<file path="src/rtl/traffic_pkg.sv">
// Shared encodings and defaults for the traffic-light timer.
// Interval addresses, default durations and timer states.
package traffic_pkg;

  localparam logic [1:0] IV_BASE = 2'b00;
  localparam logic [1:0] IV_EXT  = 2'b01;
  localparam logic [1:0] IV_YEL  = 2'b10;

  localparam int DEF_BASE = 6;
  localparam int DEF_EXT  = 3;
  localparam int DEF_YEL  = 2;

  typedef enum logic [1:0] {
    T_IDLE,
    T_COUNT,
    T_DONE
  } timer_state_e;

endpackage

</file>
<file path="src/rtl/interval_timer_if.sv">
// Control/status bundle between the light FSM and the timer.
// master = FSM/conditioning side, slave = interval_timer.
interface interval_timer_if #(
  parameter int VAL_W = 4
);

  logic             start_timer;
  logic [1:0]       interval_address;
  logic             prg_sync_in;
  logic [1:0]       time_parameter_selector;
  logic [VAL_W-1:0] time_value;
  logic             expired;
  logic             busy;
  logic             one_hz_enable;
  logic [VAL_W-1:0] remaining;

  modport master (
    output start_timer,
    output interval_address,
    output prg_sync_in,
    output time_parameter_selector,
    output time_value,
    input  expired,
    input  busy,
    input  one_hz_enable,
    input  remaining
  );

  modport slave (
    input  start_timer,
    input  interval_address,
    input  prg_sync_in,
    input  time_parameter_selector,
    input  time_value,
    output expired,
    output busy,
    output one_hz_enable,
    output remaining
  );

endinterface

</file>
<file path="src/rtl/one_hz_prescaler.sv">
// Divides clk down to a one-cycle tick every CLK_DIV cycles.
// tick is registered and lines up with count == CLK_DIV-1.
module one_hz_prescaler #(
  parameter int CLK_DIV = 50_000_000
) (
  input  logic clk,
  input  logic sys_reset,
  input  logic clear,
  output logic tick
);

  localparam int W = (CLK_DIV > 1) ? $clog2(CLK_DIV) : 1;
  localparam logic [W-1:0] LAST = W'(CLK_DIV - 1);
  localparam logic ZERO_LAST = (LAST == '0);

  logic [W-1:0] cnt;
  logic [W-1:0] cnt_nxt;

  assign cnt_nxt = (cnt == LAST) ? '0 : cnt + W'(1);

  // free-running count; tick flop mirrors the next count
  always_ff @(posedge clk or negedge sys_reset) begin
    if (!sys_reset) begin
      cnt  <= '0;
      tick <= 1'b0;
    end else if (clear) begin
      cnt  <= '0;
      tick <= ZERO_LAST;
    end else begin
      cnt  <= cnt_nxt;
      tick <= (cnt_nxt == LAST);
    end
  end

endmodule

</file>
<file path="src/rtl/interval_timer.sv">
// Programmable interval timer for the traffic-light FSM.
// Holds base/extended/yellow durations and counts in seconds.
module interval_timer
  import traffic_pkg::*;
#(
  parameter int CLK_DIV = 50_000_000,
  parameter int VAL_W   = 4
) (
  input logic           clk,
  input logic           sys_reset,
  interval_timer_if.slave bus
);

  localparam logic [VAL_W-1:0] DEF_B = VAL_W'(DEF_BASE);
  localparam logic [VAL_W-1:0] DEF_E = VAL_W'(DEF_EXT);
  localparam logic [VAL_W-1:0] DEF_Y = VAL_W'(DEF_YEL);

  timer_state_e     state;
  logic [VAL_W-1:0] base_q;
  logic [VAL_W-1:0] ext_q;
  logic [VAL_W-1:0] yel_q;
  logic [VAL_W-1:0] rem_q;
  logic [VAL_W-1:0] sel_val;
  logic             busy_q;
  logic             exp_q;
  logic             tick;
  logic             start;
  logic             wr_zero;

  // a coinciding write drops the start, so it must not clear either
  assign start   = bus.start_timer & ~bus.prg_sync_in;
  assign wr_zero = (bus.time_value == '0);

  one_hz_prescaler #(
    .CLK_DIV(CLK_DIV)
  ) u_presc (
    .clk      (clk),
    .sys_reset(sys_reset),
    .clear    (start),
    .tick     (tick)
  );

  // interval register file; zero writes restore the default
  always_ff @(posedge clk or negedge sys_reset) begin
    if (!sys_reset) begin
      base_q <= DEF_B;
      ext_q  <= DEF_E;
      yel_q  <= DEF_Y;
    end else if (bus.prg_sync_in) begin
      unique case (1'b1)
        (bus.time_parameter_selector == IV_BASE):
          base_q <= wr_zero ? DEF_B : bus.time_value;
        (bus.time_parameter_selector == IV_EXT):
          ext_q <= wr_zero ? DEF_E : bus.time_value;
        (bus.time_parameter_selector == IV_YEL):
          yel_q <= wr_zero ? DEF_Y : bus.time_value;
        default: ;
      endcase
    end
  end

  // duration selected by the start address; 11 aliases base
  always_comb begin
    sel_val = base_q;
    unique case (1'b1)
      (bus.interval_address == IV_EXT): sel_val = ext_q;
      (bus.interval_address == IV_YEL): sel_val = yel_q;
      default: ;
    endcase
  end

  // timer FSM with registered busy/expired; write > start > count
  always_ff @(posedge clk or negedge sys_reset) begin
    if (!sys_reset) begin
      state  <= T_IDLE;
      rem_q  <= '0;
      busy_q <= 1'b0;
      exp_q  <= 1'b0;
    end else if (bus.prg_sync_in) begin
      state  <= T_IDLE;
      rem_q  <= '0;
      busy_q <= 1'b0;
      exp_q  <= 1'b0;
    end else if (bus.start_timer) begin
      state  <= T_COUNT;
      rem_q  <= sel_val;
      busy_q <= 1'b1;
      exp_q  <= 1'b0;
    end else begin
      unique case (state)
        T_COUNT: begin
          if (tick) begin
            if (rem_q <= VAL_W'(1)) begin
              state  <= T_DONE;
              rem_q  <= '0;
              busy_q <= 1'b0;
              exp_q  <= 1'b1;
            end else begin
              rem_q <= rem_q - VAL_W'(1);
            end
          end
        end
        T_DONE: begin
          state <= T_IDLE;
          exp_q <= 1'b0;
        end
        default: begin
          state  <= T_IDLE;
          busy_q <= 1'b0;
          exp_q  <= 1'b0;
        end
      endcase
    end
  end

  assign bus.expired       = exp_q;
  assign bus.busy          = busy_q;
  assign bus.remaining     = rem_q;
  assign bus.one_hz_enable = tick;

endmodule

</file>
<file path="src/flat_wrapper.sv">
// flat-port wrapper written by rule: the top's interface ports become plain ports
module interval_timer_flat import traffic_pkg::*;
#(
  parameter int CLK_DIV = 50_000_000,
  parameter int VAL_W   = 4
)
  (clk, sys_reset, bus_start_timer, bus_interval_address, bus_prg_sync_in, bus_time_parameter_selector, bus_time_value, bus_expired, bus_busy, bus_one_hz_enable, bus_remaining);
  interval_timer_if #(.VAL_W(VAL_W)) bus_i ();
  input logic clk;
  input logic sys_reset;
  input wire logic [$bits(bus_i.start_timer)-1:0] bus_start_timer;
  input wire logic [$bits(bus_i.interval_address)-1:0] bus_interval_address;
  input wire logic [$bits(bus_i.prg_sync_in)-1:0] bus_prg_sync_in;
  input wire logic [$bits(bus_i.time_parameter_selector)-1:0] bus_time_parameter_selector;
  input wire logic [$bits(bus_i.time_value)-1:0] bus_time_value;
  output wire logic [$bits(bus_i.expired)-1:0] bus_expired;
  output wire logic [$bits(bus_i.busy)-1:0] bus_busy;
  output wire logic [$bits(bus_i.one_hz_enable)-1:0] bus_one_hz_enable;
  output wire logic [$bits(bus_i.remaining)-1:0] bus_remaining;
  assign bus_i.start_timer = bus_start_timer;
  assign bus_i.interval_address = bus_interval_address;
  assign bus_i.prg_sync_in = bus_prg_sync_in;
  assign bus_i.time_parameter_selector = bus_time_parameter_selector;
  assign bus_i.time_value = bus_time_value;
  assign bus_expired = bus_i.expired;
  assign bus_busy = bus_i.busy;
  assign bus_one_hz_enable = bus_i.one_hz_enable;
  assign bus_remaining = bus_i.remaining;
  interval_timer #(.CLK_DIV(CLK_DIV), .VAL_W(VAL_W)) u_core (.clk(clk), .sys_reset(sys_reset), .bus(bus_i));
endmodule
</file>
<file path="config.mk">
export PLATFORM = sky130hd
export DESIGN_NAME = interval_timer_flat
export DESIGN_NICKNAME = d
export VERILOG_FILES = /design/src/rtl/traffic_pkg.sv /design/src/rtl/interval_timer_if.sv /design/src/rtl/one_hz_prescaler.sv /design/src/rtl/interval_timer.sv /design/src/flat_wrapper.sv
export SDC_FILE = /design/constraint.sdc
export NUM_CORES = 1
export LEC_CHECK = 0
export BUFFER_PORTS_ARGS = -buffer_cell sky130_fd_sc_hd__buf_4
export CORE_MARGIN = 4
export CORE_UTILIZATION = 40
export CTS_CLUSTER_DIAMETER = 120
export CTS_CLUSTER_SIZE = 12
export DETAILED_ROUTE_END_ITERATION = 6
export HOLD_SLACK_MARGIN = 0.05
export PLACE_DENSITY_LB_ADDON = 0.3
export SLEW_MARGIN = 10
export SYNTH_ARGS = -nofsm -noshare
export SYNTH_HDL_FRONTEND = slang
export SYNTH_HIERARCHICAL = 1
export SYNTH_SLANG_ARGS = --single-unit
</file>
<file path="constraint.sdc">
create_clock -name clk -period 2 [get_ports clk]
set_clock_uncertainty 0.05 [all_clocks]
set_input_delay 0.2 -clock clk [delete_from_list [all_inputs] [get_ports clk]]
set_output_delay 0.2 -clock clk [all_outputs]
set_load 0.02 [all_outputs]
</file>
==> results of run 1 <==
layer usage:
| layer | wire (um) | vias up |
|---|---|---|
| met3 | 315 | 8 |
| li1 | - | 1120 |
| met1 | 2900 | 1082 |
| met2 | 2840 | 59 |
| met4 | 57 | 0 |
| met5 | 0 | - |
cells in the mapped netlist (all sizes together) (2+ instances only):
cell type / instances
nand3: 13
and4: 4
nand2: 16
buf: 6
mux2: 7
nor3: 10
xnor2: 12
or3: 4
a2bb2oi: 2
nor4: 3
and3: 6
inv: 8
o21ai: 13
o211ai: 3
nor2: 42
ha: 5
nand3b: 4
a21oi: 13
nor3b: 6
o21bai: 2
dfstp: 5
clkbuf: 3
or2: 2
nand4: 8
xor2: 10
a22oi: 2
a211oi: 2
a22o: 2
nand2b: 4
nor2b: 4
dfrtp: 41
and2: 2
a2111oi: 2
layout make-up:
| class | count | area share, % |
|---|---|---|
| Tap cell | 77 | 2.87 |
| Inverter | 8 | 0.894 |
| Sequential cell | 46 | 34.5 |
| Timing Repair Buffer | 60 | 13.6 |
| Clock inverter | 3 | 0.633 |
| Multi-Input combinational cell | 217 | 45.5 |
| Clock buffer | 5 | 2.05 |
how the worst max path moves through the flow:
stage | to | slack (ns) | depth (start not counted)
after floorplan | u_core/u_presc/tick | -0.05 | 8
after CTS | u_core/u_presc/tick | 0.02 | 7
after detailed placement | u_core/u_presc/tick | -0.05 | 7
after global placement | u_core/u_presc/tick | -0.0007 | 7
final | u_core/u_presc/tick | 0.02 | 7
after global routing | u_core/u_presc/tick | -0.09 | 7
registers in the layout, indices dropped and copies added (netlist names):
signal and cells:
u_core/base_q 4, u_core/bus.busy 1, u_core/bus.remaining 4, u_core/ext_q 4
u_core/state 2, u_core/u_presc/cnt 26, u_core/u_presc/tick 1, u_core/yel_q 4
critical path: cells and delay by family (launching register included):
family | cells | cell delay, ns
simple gates | 2 | 0.21
flops | 1 | 0.42
compound gates | 4 | 1.03
buf+inv | 1 | 0.17
power by group through the flow:
stage | combinational, mW | sequential, mW | clock (mW)
after floorplan | 0.199 | 1.13 | 0
after global routing | 0.466 | 1.10 | 0.649
after CTS | 0.405 | 1.09 | 0.595
final | 0.422 | 1.09 | 0.578
after detailed placement | 0.396 | 1.11 | 0
after global placement | 0.390 | 1.10 | 0
stage by stage:
step	total power [mW]	area, sq um
CTS	2.09	3290
finish	2.09	3360
global placement	1.49	3150
detailed placement	1.50	3150
global route	2.22	3360
floorplan	1.33	2680
cell families after synthesis:
| group | after synthesis |
|---|---|
| simple gates | 131 |
| compound gates | 51 |
| flops | 46 |
| xor+xnor | 22 |
| buf+inv | 17 |
| mux | 8 |
| fa+ha+maj | 5 |
what timing repair did:
| action | in CTS | in global routing |
|---|---|---|
| setup endpoints to repair | 1 | 2 |
| gates resized for setup | 5 | 10 |
| pin swaps | 1 | 2 |
| setup buffers | 1 | 2 |
| endpoints found under the hold margin | 42 | 0 |
| hold buffers | 2 | 0 |
==> metrics.md, run 1 <==
| Metric | Value |
|---|---|
| Hold Violations, Final | `0` |
| Layout cells sized above 1 | `27.7%` |
| Ant. Diodes | `0` |
| Row cnt | `29` |
| Vias | `2,269` |
| Mapped Avg Cell Area | `9.49 sq um` |
| Multi-input combinational cell area | `1530 sq um` |
| Max H-tree Level | `2` |
| Fraction of registers with async set/reset | `100%` |
| Pin count of the biggest net entering global routing | `47` |
| Share of total power in combinational logic | `20.2%` |
| Max incr delay on CP | `0.42 ns` |
| Worst hold path endpoint | `u_core/state[0]` |
| Most Crowded Layer GR | `met2` |
| Fill cells | `573` |
| Grt met3 use | `3.13%` |
| Routed length per instance | `14.7 um` |
| Root Buffer | `clkbuf_8` |
| R2R setup slack | `0.02 ns` |
| Placeable Area | `6390 sq um` |
| Leak Pwr | `1.49 nW` |
| Gr usage total | `16.2%` |
| Layout area overhead | `26.4%` |
| Hold path start | `bus_prg_sync_in` |
| Util after Layout | `52.6%` |
| Hold depth | `2` |
| Register area share after synthesis | `43.5%` |
| Clock-pin transition on the worst setup and hold timing paths | `0.09 ns` |
| Dominant combinational cell family by area after synthesis | `simple AND/OR/NAND/NOR gates` |
| Tmin final | `1.98 ns` |
| Initial Utilization | `41.6%` |
| Drt via density | `5.45` |
| Placed insts | `403` |
| I/O Buffers | `18` |
| Commonest non-fill, non-tap cell in the layout | `buf_4` |
| Sequential Power Share | `52.2%` |
| Slew @ Worst Pin | `0.582 ns` |
| ANT nets after route | `0` |
| 1st-iter DRT viols | `106` |
| Ys flop type | `dfrtp_1` |
| # clock sinks | `46` |
| Power density cells | `622 nW/um^2` |
| Share of the synthesized area in the top cell type | `38.6%` |
| Clk_lat worst skew | `0.29 ns` |
| CP max FO | `6` |
| Setup-violating endpoint count in the final report | `0` |
| Met1 usage | `22.3%` |
| CTS tree | `yes` |
| Worst R2R End | `u_core/u_presc/tick` |
| Max VDD drop | `0.000419 V` |
| Worst hold margin | `0.0774 ns` |
| CTS buffer count | `5` |
| Int Pwr | `1.46 mW` |
| Post-synthesis mux area share | `3.34%` |
| Slowest-stage cell, CP | `dfrtp_1` |
| Critical Path Start | `u_core/u_presc/cnt[0]` |
| Critical Setup Path Class | `flop to flop` |
| CP Capture Type | `flop` |
| Most frequent cells in the layout | `58 x buf_4, 41 x dfrtp_1, 39 x nor2_1, 15 x nand2_1, 13 x a21oi_1` |
| Synth Area in Adders | `2.35%` |
| EDFF count, synth | `0` |
| FF/Latch Area | `1160 sq um` |
| Tcrit/Tclk final | `99.2%` |
| Max-cap violations | `0` |
| WL final | `6.11 mm` |
| Grt met2 use | `26.3%` |
| Mapped cell area | `2660 sq um` |
| Cell Count, Final, Fillers Out | `416` |
| Die Ht | `89.5 um` |
| Sw frac | `29.9%` |
| Post-Synth Simple-Gate Area | `28.0%` |
| GRT Residual Overflow | `0` |
| DRC Markers | `0` |
| Fmax | `0.504 GHz` |
| Clk pwr share | `27.6%` |
| Width of the die | `89.5 um` |
| Routability cong. | `0.891` |
| FF+latch count, synth | `46` |
| # IOs | `19` |
| Hpwl dp | `4.40 mm` |
| First-pass DRT Iterations | `4` |
| Crit path cell chain | `buf_4 -> nand2_1 -> nand3b_1 -> o21a_1 -> a2111oi_4 -> o2111ai_1 -> a2111oi_2` |
| Ys Warns | `6` |
| Setup WS post-layout | `0.0169 ns` |
| First-pass GRT wire length | `10.2 mm` |
| Post-synthesis xor/xnor area fraction | `7.25%` |
| Worst r2r src | `u_core/u_presc/cnt[0]` |
| Net Switching | `626 uW` |
| Post-synthesis cell count | `280` |
| Worst slew margin | `61.2%` |
| Hold Path Class | `input pin to flop` |
| Initial antenna violation count | `0` |
| Reg2reg path depth | `7` |
| RSZ-0062 raised after global routing | `true` |
| Synth cell types | `57` |
| Setup TNS | `0 ns` |
| Die ar. | `8010 sq um` |
| Startpoint Class | `flop` |
| Nets | `355` |
| WP data required | `2.14 ns` |
| Post-synth top area cell | `dfrtp_1` |
| Syn nets | `297` |
| Critical Path AT | `2.12 ns` |
| CTS Buffer Depth | `2` |
| Pre-CTS WS | `-0.0462 ns` |
| Post-synthesis compound-gate area fraction | `12.8%` |
| Status | `finished clean` |
| Final slew viol count | `0` |
| Synth top area cells | `dfrtp_1 39%, nor2_1 5.9%, dfstp_2 4.9%` |
| Vias in the first global route | `2,174` |
(Power assumes the default switching activity.)
==> run 2: changes to the inputs <==
--- a/config.mk
+++ b/config.mk
@@ -6,7 +6,7 @@
 export NUM_CORES = 1
 export LEC_CHECK = 0
 export BUFFER_PORTS_ARGS = -buffer_cell sky130_fd_sc_hd__buf_4
-export CORE_MARGIN = 4
+export CORE_ASPECT_RATIO = 0.6
 export CORE_UTILIZATION = 40
 export CTS_CLUSTER_DIAMETER = 120
 export CTS_CLUSTER_SIZE = 12
==> metrics.md, run 2 (synthesized netlist as in run 1, its figures left out) <==
| Metric | Value |
|---|---|
| Initial Utilization | `42.5% (+0.92 points)` |
| Failing checks | `negative setup slack` |
| Startpoint Class | `flop` |
| Setup WS post-layout | `-0.0484 ns (-0.0653 ns)` |
| Worst r2r src | `u_core/u_presc/cnt[0]` |
| I/O Buffers | `18 (unchanged)` |
| ANT nets after route | `0 (unchanged)` |
| CP Capture Type | `flop` |
| CTS Buffer Depth | `2 (unchanged)` |
| Max-cap violations | `0 (unchanged)` |
| Hold Violations, Final | `0 (unchanged)` |
| Layout area overhead | `31.6%` |
| Critical Setup Path Class | `flop to flop` |
| Die ar. | `6980 sq um (-13%)` |
| GRT Residual Overflow | `0 (unchanged)` |
| Pre-CTS WS | `-0.100 ns (-0.0540 ns)` |
| First-pass GRT wire length | `11.2 mm (+9.0%)` |
| RSZ-0062 raised after global routing | `true` |
| CTS tree | `yes` |
| Hold Path Class | `input pin to flop` |
| Hpwl dp | `5.05 mm (+15%)` |
| Leak Pwr | `1.58 nW (+5.9%)` |
| CP max FO | `5 (-1)` |
| Worst slew margin | `59.4% (-1.8 points)` |
| Cell Count, Final, Fillers Out | `439 (+5.5%)` |
| Slowest-stage cell, CP | `dfrtp_2` |
| Slew @ Worst Pin | `0.608 ns (+0.0266 ns)` |
| Gr usage total | `21.3% (+5.0 points)` |
| Critical Path Start | `u_core/u_presc/cnt[0]` |
| WL final | `7.09 mm (+16%)` |
| Row cnt | `22 (-24%)` |
| Max reg flops | `26 (unchanged)` |
| Fmax | `0.488 GHz (-3.2%)` |
| Die Ht | `65.1 um (-27%)` |
| Placed insts | `419 (+4.0%)` |
| Total power | `2.16 mW (+3.2%)` |
| Vias in the first global route | `2,092 (-3.8%)` |
| Final slew viol count | `0 (unchanged)` |
| Setup-violating endpoint count in the final report | `1 (+1)` |
| Max incr delay on CP | `0.45 ns (+0.03 ns)` |
| Vias | `2,351 (+3.6%)` |
| Root Buffer | `clkbuf_8` |
| Reg2reg path depth | `7 (unchanged)` |
| Clk_lat worst skew | `0.31 ns (+0.02 ns)` |
| 1st-iter DRT viols | `163 (+54%)` |
| Max H-tree Level | `2 (unchanged)` |
| Largest Register | `u_core/u_presc/cnt` |
| Most frequent cells in the layout | `71 x buf_4, 38 x nor2_1, 36 x dfrtp_1, 15 x nand2_1, 13 x a21oi_1` |
| WP data required | `2.14 ns (about the same)` |
| Pin count of the biggest net entering global routing | `47 (unchanged)` |
| Placeable Area | `6250 sq um (-2.2%)` |
| Power density cells | `617 nW/um^2 (-0.94%)` |
| Drt via density | `5.36 (-1.8%)` |
| Crit path cell chain | `ha_4 -> and4_1 -> nand4_4 -> nor3_2 -> or3_1 -> a22o_1 -> a2111oi_2` |
| Status | `complete, but fails checks` |
| Routed length per instance | `16.1 um (+9.9%)` |
| Clock-pin transition on the worst setup and hold timing paths | `0.10 ns (about the same)` |
| Width of the die | `107 um (+20%)` |
| Routability cong. | `0.925 (+3.8%)` |
| # IOs | `19 (unchanged)` |
| CTS buffer count | `5 (unchanged)` |
| Layout cells sized above 1 | `32.1% (+4.4 points)` |
| First-pass DRT Iterations | `5 (+1)` |
| Hold path start | `bus_prg_sync_in` |
| Tcrit/Tclk final | `102% (+3.3 points)` |
| Ant. Diodes | `0 (unchanged)` |
| Fill cells | `544 (-5.1%)` |
| DRC Markers | `0 (unchanged)` |
| Hold depth | `2 (unchanged)` |
| Initial antenna violation count | `0 (unchanged)` |
| Util after Layout | `56.0% (+3.4 points)` |
| # clock sinks | `46 (unchanged)` |
| Tmin final | `2.05 ns (+0.0653 ns)` |
| Commonest non-fill, non-tap cell in the layout | `buf_4` |
| Critical Path AT | `2.19 ns (+0.07 ns)` |
| Max VDD drop | `0.000267 V (-36%)` |
| Nets | `371 (+4.5%)` |
-- run 2: cell count changes in the layout (fill, tap and decap cells not counted), moves of 2 or more --
cell | previous run | this run
nor2_2 | 2 | 4
dfrtp_2 | 0 | 5
buf_4 | 58 | 71
buf_6 | 0 | 3
dfrtp_1 | 41 | 36
-- run 2: critical path, delay by kind of cell (launching register included) --
kind                       cells  cell delay (ns)
and+or+nand+nor                4             0.73
AOI/OAI and AO/OA              2             0.51
DFF                            1             0.45
adders and majority gates      1             0.19
-- run 2: routing by layer --
layer	up-vias	global-route usage, %	wire, um
li1	1155	-	-
met1	1119	35.6	3810
met2	72	25.7	2660
met3	5	5.75	567
met4	0	4.11	48
met5	-	0	0
-- run 2: timing repair --
action	4_1_cts	5_1_grt
endpoints found under the setup margin	1	4
endpoints found under the hold margin	42	0
buffers inserted	3	7
hold buffers	2	0
pin swaps	7	5
resized for setup	12	11
-- run 2: report_power, final --
part | switching (mW) | leakage [nW] | total [mW] | internal (mW)
Sequential | 0.0778 | 0.591 | 1.11 | 1.03
Combinational | 0.240 | 0.947 | 0.474 | 0.234
Clock | 0.331 | 0.0450 | 0.574 | 0.243
Total | 0.649 | 1.58 | 2.16 | 1.51
-- run 2: per-stage QoR --
step	area [sq um]	hold slack, ns	TNS (ns)
3_5_place_dp	3220	0.206	-0.100
4_1_cts	3400	0.0719	-0.00209
3_3_place_gp	3220	0.202	-0.0495
6_report	3500	0.0833	-0.0484
5_1_grt	3500	0.0828	-0.165
2_1_floorplan	2680	-0.146	-0.0500
-- run 2: path summary, 6_finish.rpt --
check                                              to  slack [ns]
min in group asynchronous             u_core/state[0]        0.39
worst max-delay path              u_core/u_presc/tick       -0.05
worst max register to register    u_core/u_presc/tick       -0.05
max in group asynchronous       u_core/u_presc/cnt[1]        1.06
worst min-delay path                  u_core/state[0]        0.08
worst min register to register        u_core/yel_q[1]        0.42
-- run 2: cell type report --
cell class | count | area [sq um] | area share (%)
repair buffers | 76 | 587 | 16.8
inverters | 8 | 30.0 | 0.858
clock inverters | 2 | 10.0 | 0.286
multi-input cells | 217 | 1530 | 43.7
flip-flops and latches | 46 | 1160 | 33.3
clock buffers | 6 | 72.6 | 2.07
well taps | 84 | 105 | 3.00
==> run 3: changes to the inputs <==
==> constraint.sdc (replaced) <==
create_clock -name clk -period 2 [get_ports clk]
set_clock_uncertainty 0.05 [all_clocks]
set_input_delay 0 -clock clk [delete_from_list [all_inputs] [get_ports clk]]
set_output_delay 0 -clock clk [all_outputs]
set_load 0.02 [all_outputs]
==> metrics.md, run 3 (synthesized netlist as in run 1, its figures left out) <==
| Metric | Value |
|---|---|
| Leak Pwr | `1.62 nW (+2.6%)` |
| Critical Setup Path Class | `flop to flop` |
| Area post-placement | `3220 sq um (unchanged)` |
| Gr usage total | `21.3% (+0.088 points)` |
| Setup-violating endpoint count in the final report | `1 (unchanged)` |
| Cell Count, Final, Fillers Out | `448 (+2.1%)` |
| Layout cells sized above 1 | `31.3% (-0.79 points)` |
| CTS buffer count | `5 (unchanged)` |
| Met2 Wirelength | `2.71 mm (+1.8%)` |
| Vias in the first global route | `2,104 (+0.57%)` |
| Max reg flops | `26 (unchanged)` |
| Pin count of the biggest net entering global routing | `47 (unchanged)` |
| Clk_lat worst skew | `0.31 ns (about the same)` |
| Max-cap violations | `0 (unchanged)` |
| Commonest non-fill, non-tap cell in the layout | `buf_4` |
| Max layer used | `met4` |
| Sequential Power Share | `51.2% (-0.2 points)` |
| Clock-pin transition on the worst setup and hold timing paths | `0.09 ns (about the same)` |
| # clock sinks | `46 (unchanged)` |
| First-pass GRT wire length | `11.2 mm (+0.43%)` |
| Routed length per instance | `15.9 um (-1.6%)` |
| WP data required | `2.14 ns (about the same)` |
| Initial antenna violation count | `0 (unchanged)` |
| Placeable Area | `6250 sq um (unchanged)` |
| Hold Violations, Final | `0 (unchanged)` |
| Tmin final | `2.05 ns (-0.00235 ns)` |
| Worst hold margin | `0.189 ns (+0.106 ns)` |
| Status | `complete, but fails checks` |
| Placed insts | `419 (unchanged)` |
| Routability cong. | `0.925 (unchanged)` |
| CTS Buffer Depth | `2 (unchanged)` |
| Pre-CTS WS | `-0.100 ns (unchanged)` |
| Root Buffer | `clkbuf_8` |
| Critical Path AT | `2.19 ns (about the same)` |
| DRC Markers | `0 (unchanged)` |
| Hpwl dp | `5.05 mm (unchanged)` |
| Met3 routed WL | `516 um (-9.0%)` |
| Width of the die | `107 um (unchanged)` |
| 1st-iter DRT viols | `157 (-3.7%)` |
| Share of total power in combinational logic | `22.6% (+0.6 points)` |
| GRT Residual Overflow | `0 (unchanged)` |
| Worst slew margin | `60.0% (+0.56 points)` |
| Die ar. | `6980 sq um (unchanged)` |
| Hold Path Class | `input pin to asynchronous set/reset pin` |
| Setup WS post-layout | `-0.0461 ns (+0.00235 ns)` |
| Ant. Diodes | `0 (unchanged)` |
| Critical Path Start | `u_core/u_presc/cnt[0]` |
| Failing checks | `negative setup slack` |
| Final slew viol count | `0 (unchanged)` |
| R2R setup slack | `-0.05 ns (about the same)` |
| Met1 WL | `3.84 mm (+0.76%)` |
| Total power | `2.17 mW (+0.40%)` |
| Setup TNS | `-0.0461 ns (+0.00235 ns)` |
| First-pass DRT Iterations | `4 (-1)` |
| Reg2reg path depth | `7 (unchanged)` |
| Clk pwr share | `26.2% (-0.4 points)` |
| Net Switching | `644 uW (-0.66%)` |
| Tcrit/Tclk final | `102% (-0.12 points)` |
| RSZ-0062 raised after global routing | `true` |
| Drt via density | `5.26 (-1.7%)` |
| Initial Utilization | `42.5% (unchanged)` |
| Int Pwr | `1.52 mW (+0.86%)` |
| Fmax | `0.489 GHz (+0.12%)` |
| Die Ht | `65.1 um (unchanged)` |
| Startpoint Class | `flop` |
| FF/Latch Area | `1160 sq um (unchanged)` |
| Max H-tree Level | `2 (unchanged)` |
| Max VDD drop | `0.000264 V (-1.0%)` |
| I/O Buffers | `18 (unchanged)` |
| Worst R2R End | `u_core/u_presc/tick` |
| WL final | `7.11 mm (+0.37%)` |
| CP Capture Type | `flop` |
| Most frequent cells in the layout | `71 x buf_4, 38 x nor2_1, 36 x dfrtp_1, 15 x nand2_1, 13 x a21oi_1` |
| Row cnt | `22 (unchanged)` |
| Fill cells | `536 (-1.5%)` |
| Largest Register | `u_core/u_presc/cnt` |
| Worst r2r src | `u_core/u_presc/cnt[0]` |
| Layout area overhead | `35.0%` |
| Design area | `3590 sq um (+2.6%)` |
| ANT nets after route | `0 (unchanged)` |
| Power density cells | `604 nW/um^2 (-2.1%)` |
| Vias | `2,358 (+0.30%)` |
| Sw frac | `29.8% (-0.32 points)` |
| CTS tree | `yes` |
| Nets | `380 (+2.4%)` |
| CP max FO | `5 (unchanged)` |
| # IOs | `19 (unchanged)` |
| Slew @ Worst Pin | `0.600 ns (-0.00847 ns)` |
| Multi-input combinational cell area | `1530 sq um (unchanged)` |
| Util after Layout | `57.4% (+1.4 points)` |
run 3: cell types whose count changed in the layout (fill, tap and decap cells not counted), sizes merged:
cell / before / now
dlygate4sd3: 2 / 11
run 3: worst max-delay path: stages (launching register included):
cell and delay, ns:
dfrtp_2 0.45, ha_4 0.18, and4_1 0.23, nand4_4 0.13, nor3_2 0.07, or3_1 0.30
a22o_1 0.25, a2111oi_2 0.26
run 3: layer usage:
layer,vias to the layer above,global-route usage (%)
met4,0,4.11
li1,1170,-
met2,70,25.9
met1,1113,35.7
met5,-,0
met3,5,5.75
run 3: worst max-delay path by stage:
stage	to	slack, ns
after global placement	u_core/u_presc/tick	-0.05
final	u_core/u_presc/tick	-0.05
after floorplan	u_core/u_presc/tick	-0.05
after CTS	u_core/u_presc/tick	-0.002
after detailed placement	u_core/u_presc/tick	-0.10
after global routing	u_core/u_presc/tick	-0.16
run 3: final cells by class:
type	instances	area share [%]
Multi-Input combinational cell	217	42.6
Tap cell	84	2.93
Timing Repair Buffer	85	18.9
Inverter	8	0.837
Clock buffer	6	2.02
Sequential cell	46	32.4
Clock inverter	2	0.279
run 3: repair_timing:
action	CTS	global route
pin swaps	7	5
endpoints found under the setup margin	1	4
setup buffers	3	7
hold buffers	11	0
resized for setup	12	11
hold endpoints to repair	62	0
run 3: power groups by stage:
stage	clock (mW)	sequential, mW	combinational (mW)
2_1_floorplan	0	1.13	0.199
3_3_place_gp	0	1.11	0.416
3_5_place_dp	0	1.11	0.424
4_1_cts	0.591	1.10	0.478
5_1_grt	0.629	1.12	0.536
6_report	0.568	1.11	0.489
